<file path="config.mk">
export PLATFORM = sky130hd
export DESIGN_NAME = mem_arb
export DESIGN_NICKNAME = d
export VERILOG_FILES = /design/src/rtl/mem_arb.sv
export SDC_FILE = /design/constraint.sdc
export NUM_CORES = 1
export LEC_CHECK = 0
export CAP_MARGIN = 15
export CORE_ASPECT_RATIO = 0.5
export CORE_MARGIN = 2
export CORE_UTILIZATION = 55
export DETAILED_ROUTE_END_ITERATION = 8
export DONT_BUFFER_PORTS = 1
export PLACE_DENSITY = 0.74
export SKIP_LAST_GASP = 1
export SYNTH_ARGS = -nofsm -noshare
export SYNTH_HDL_FRONTEND = slang
export SYNTH_SLANG_ARGS = --single-unit
</file>
<file path="constraint.sdc">
create_clock -name clk -period 1.6 [get_ports clk]
set_input_delay 0.16 -clock clk [delete_from_list [all_inputs] [get_ports clk]]
set_output_delay 0.16 -clock clk [all_outputs]
set_load 0.03 [all_outputs]
</file>
<file path="src/rtl/mem_arb.sv">
// Single-port memory arbiter: serializes fetch (if_*) and load/store (ls_*) onto one memory.
// Define ARB_RR_EN for round-robin arbitration; otherwise ls has fixed priority over if.
`timescale 1ns/1ps
module mem_arb #(
    parameter int AW      = 16,
    parameter int DW      = 32,
    parameter int MEM_LAT = 1
) (
    input  logic          clk,
    input  logic          rst,
    input  logic          if_req,
    input  logic [AW-1:0] if_addr,
    output logic          if_gnt,
    output logic          if_valid,
    output logic [DW-1:0] if_rdata,
    input  logic          ls_req,
    input  logic          ls_we,
    input  logic [AW-1:0] ls_addr,
    input  logic [DW-1:0] ls_wdata,
    output logic          ls_gnt,
    output logic          ls_valid,
    output logic [DW-1:0] ls_rdata,
    output logic          mem_en,
    output logic          mem_we,
    output logic [AW-1:0] mem_addr,
    output logic [DW-1:0] mem_wdata,
    input  logic [DW-1:0] mem_rdata
);

    if (MEM_LAT < 1 || MEM_LAT > 15) begin : g_bad_lat
        $error("mem_arb: MEM_LAT must be within 1..15");
    end

    localparam logic [3:0] LAT4 = 4'(MEM_LAT);

    typedef enum logic [1:0] {IDLE, BUSY, DONE} state_t;

    state_t        state, state_nxt;
    logic [3:0]    cnt;
    logic          owner_ls;
    logic          we_q;
    logic [AW-1:0] addr_q;
    logic [DW-1:0] wdata_q;
    logic          pick_ls;
    logic          start;
    logic          lat_hit;

    assign start   = (state == IDLE) && (if_req || ls_req);
    assign lat_hit = (cnt == LAT4);

`ifdef ARB_RR_EN
    // 1 = ls was granted last; reset value makes ls win the first tie
    logic last_ls;

    always_ff @(posedge clk) begin
        if (rst)        last_ls <= 1'b0;
        else if (start) last_ls <= pick_ls;
    end

    assign pick_ls = ls_req && (!if_req || !last_ls);
`else
    assign pick_ls = ls_req;
`endif

    always_ff @(posedge clk) begin
        if (rst) state <= IDLE;
        else     state <= state_nxt;
    end

    always_comb begin
        state_nxt = state;
        case (state)
            IDLE:    if (if_req || ls_req) state_nxt = BUSY;
            BUSY:    if (lat_hit) state_nxt = DONE;
            DONE:    state_nxt = IDLE;
            default: state_nxt = IDLE;
        endcase
    end

    // Winner's request is frozen at the grant edge; requesters may change inputs afterwards
    always_ff @(posedge clk) begin
        if (rst) begin
            cnt      <= 4'd0;
            owner_ls <= 1'b0;
            we_q     <= 1'b0;
            addr_q   <= '0;
            wdata_q  <= '0;
            if_rdata <= '0;
            ls_rdata <= '0;
        end else begin
            if (start) begin
                cnt      <= 4'd0;
                owner_ls <= pick_ls;
                we_q     <= pick_ls & ls_we;
                addr_q   <= pick_ls ? ls_addr : if_addr;
                wdata_q  <= pick_ls ? ls_wdata : '0;
            end else if (state == BUSY && !lat_hit) begin
                cnt <= cnt + 4'd1;
            end
            if (state == BUSY && lat_hit && !we_q) begin
                if (owner_ls) ls_rdata <= mem_rdata;
                else          if_rdata <= mem_rdata;
            end
        end
    end

    always_comb begin
        if_gnt    = 1'b0;
        ls_gnt    = 1'b0;
        if_valid  = 1'b0;
        ls_valid  = 1'b0;
        mem_en    = 1'b0;
        mem_we    = 1'b0;
        mem_addr  = addr_q;
        mem_wdata = wdata_q;
        case (state)
            BUSY: if (cnt == 4'd0) begin
                mem_en = 1'b1;
                mem_we = we_q;
                if_gnt = !owner_ls;
                ls_gnt = owner_ls;
            end
            DONE: begin
                if_valid = !owner_ls;
                ls_valid = owner_ls;
            end
            default: ;
        endcase
    end

endmodule

</file>
==> impl_metrics.py <==
metrics = {
    "pwr": {
        "switchingPower_uw": 2096,
        "p_seq_share_pct": 43.2,
        "swShare_pct": 26.35,
        "internal-power_uw": 5857,
        "leakage_uw": 0.002685,
        "p_comb_share_pct": 9.2,
        "p_clk_share_pct": 47.6,
        "peakVddDrop_v": 0.001028,
        "p_total_uw": 7953,
        "p_per_area_nw_per_um2": 1211,
    },
    "place": {
        "io_buffers": 0,
        "gp_congestion": 0.7650,
        "hpwlAfterDp_mm": 7.039,
        "pre_cts_slack_ps": 68.23,
    },
    "logic_synthesis": {
        "ys_types": 37,
        "synthCells": 440,
        "synth.area.top_cells": "dfxtp_1, mux2i_1, nand2b_1, a22o_1, a211oi_1",
        "avgSynthCellArea_sq_um": 11.00,
        "ys_async_sr_fraction_pct": 0,
        "syn_nets": 544,
        "synthFlopType": "dfxtp_1",
        "yosysSeqAreaShare_pct": 49.64,
        "synth_top_area_share_pct": 49.64,
        "syn_area_sq_um": 4840,
        "synth_edf_count": 0,
        "synth_top_area_cell": "dfxtp_1",
        "synthMostInstantiatedCell": "dfxtp_1",
        "synth_common_cells": "dfxtp_1, nand2b_1, mux2i_1",
        "synth-seq-cells": 120,
        "yosysWarnings": 0,
    },
    "floorplanning": {
        "core_sq_um": 8618,
        "dieWidth_um": 136.7,
        "start_util_pct": 56.16,
        "num_rows": 24,
        "fp.dieArea_sq_um": 9611,
        "die-height_um": 70.33,
        "io_pins": 219,
    },
    "timing": {
        "clock.fmax_mhz": 562.1,
        "period_share_pct": 111.2,
        "setup_viol": 4,
        "fin_skew_ps": 6.842,
        "tns_ps": -400.3,
        "tightest_slew_ps": 521.5,
        "rsz0062_at_grt": "yes",
        "maxSlewViolCount": 0,
        "hold_viol": 0,
        "fin_crit_ps": 1779,
        "setup_slack_ps": -179.1,
        "slew_headroom_pct": 65.16,
    },
    "global_routing": {
        "grt_pass1_wl_mm": 19.54,
        "grt_pass1_vias": 3899,
        "antenna_found_initial": 0,
        "grt_overflow": 0,
        "grt_max_degree": 106,
        "grt_usage_pct": 26.34,
    },
    "setup_path": {
        "critPathCaptureType": "output pin",
        "worst_ep_required_time_ps": 1440,
        "cp_top_family": "simple AND/OR/NAND/NOR gates",
        "slowest_delay_ps": 330,
        "crit_slowest_cell": "dfxtp_2",
        "cp-start-kind": "flop",
        "path_max_fanout": 4,
        "reg2regPathDepth": 6,
        "worstPathArrival_ps": 1620,
        "path_depth": 4,
        "path_cells": "nor4b_4 -> buf_4 -> and2_4 -> nor2b_4",
        "cp_num_buf_inv": 1,
        "critPathKind": "flop to output pin",
    },
    "cts": {
        "tritoncts": "done",
        "clock_latency_ps": 410,
        "clockRootBuffer": "clkbuf_16",
        "cts_buffers": 17,
        "clock_sinks": 120,
        "clk_path_buf_depth": 2,
        "ctsHtreeMaxLevel": 4,
        "path_clk_slew_ps": 60,
    },
    "layout": {
        "fin_util_pct": 76.19,
        "area_growth_pct": 35.68,
        "seqCellArea_sq_um": 2410,
        "diodes": 0,
        "multi_input_area_sq_um": 2301,
        "fillCellCount": 510,
        "nets": 638,
        "drive_gt1_share_pct": 13.53,
    },
    "hold_path": {
        "hold_path_depth": 2,
        "hp-class": "input port to flop",
    },
    "routing": {
        "num_vias": 3731,
        "first_iter_violations": 177,
        "vias_per_cell": 5.619,
        "drt-total-wl_mm": 12.95,
        "drc": 0,
        "wl_per_cell_um": 19.50,
        "drtPass1Iterations": 5,
        "final_antenna_net_count": 0,
    },
    "run_status": {
        "violations": "negative setup slack",
        "status": "complete, but fails checks",
    },
    "flow_run": {
        "drv_cap": 0,
    },
}
## per-stage QoR
step | hold slack (ps) | cell area (sq um) | instances
after global placement | 238.8 | 4946 | 537
after global routing | 10.41 | 6566 | 664
after floorplan | 285.5 | 4847 | 440
after detailed placement | 243.3 | 4946 | 537
after CTS | 2.780 | 6467 | 660
final | 3.139 | 6566 | 664
## logic make-up after synthesis
family / Yosys count / share of synthesized area, %
compound gates: 75 / 11.53
xor+xnor: 1 / 0.1810
fa+ha+maj: 3 / 0.7757
buf+inv: 36 / 4.524
flops: 120 / 49.64
mux: 80 / 16.55
simple gates: 125 / 16.80
## worst register-to-register path, cell delays in order (launching register included)
cell and delay (ps):
dfxtp_2 330, nor4b_4 310, buf_4 190, buf_4 140
and3_4 200, buf_12 140, mux2i_2 210
## cells in the final DEF, fill, tap and decap left out, types with 13 or more instances in the layout
master,count
dfxtp_1,116
nand2b_1,96
dlygate4sd3_1,88
mux2i_1,77
a22o_1,33
a21oi_1,19
clkbuf_16,17
a211oi_1,16
buf_4,13
## timing repair
item | CTS | global route
pin swaps | 1 | 2
hold buffers | 89 | 0
setup buffers | 2 | 4
endpoints found under the setup margin | 4 | 77
hold endpoints to repair | 118 | 0
gates cloned | 0 | 1
resized for setup | 6 | 16
## final cells by class
class,instances,area share (%)
clock inverter,14,2.287
sequential,120,36.70
multi-input combinational,285,35.04
timing repair buffer,108,16.94
inverter,2,0.1143
tap,117,2.229
clock buffer,18,6.688
## registers in the layout, indices dropped and copies added (netlist names)
name	cells
if_rdata	32
ls_rdata	32
mem_wdata	32
mem_addr	16
cnt	4
state	2
owner_ls	1
we_q	1
## layer usage
layer  global-route usage, %  part of all wire (%)
met1                   27.71                    39
met2                   47.50                    51
met3                   8.279                   7.9
met4                   13.08                   2.0
met5                       0                     0
## worst paths after layout
| kind | end | from | slack [ps] |
|---|---|---|---|
| worst max register to register | if_rdata[29]$_SDFFE_PP0P_ | state[1]$_SDFFE_PP0P_ | 10 |
| worst max-delay path | if_gnt | state[1]$_SDFFE_PP0P_ | -180 |
| worst min register to register | cnt[1]$_SDFFE_PP0P_ | cnt[1]$_SDFFE_PP0P_ | 590 |
| worst min-delay path | mem_addr[13]$_SDFFE_PP0P_ | ls_addr[13] | 3 |
## power groups by stage
stage	Combinational (uW)	Clock, uW	Sequential [uW]
6_report	735	3780	3440
5_1_grt	785	3950	3450
3_5_place_dp	462	0	3490
4_1_cts	680	3790	3430
2_1_floorplan	410	0	3470
3_3_place_gp	435	0	3490
Power figures use the tool's default switching activity.
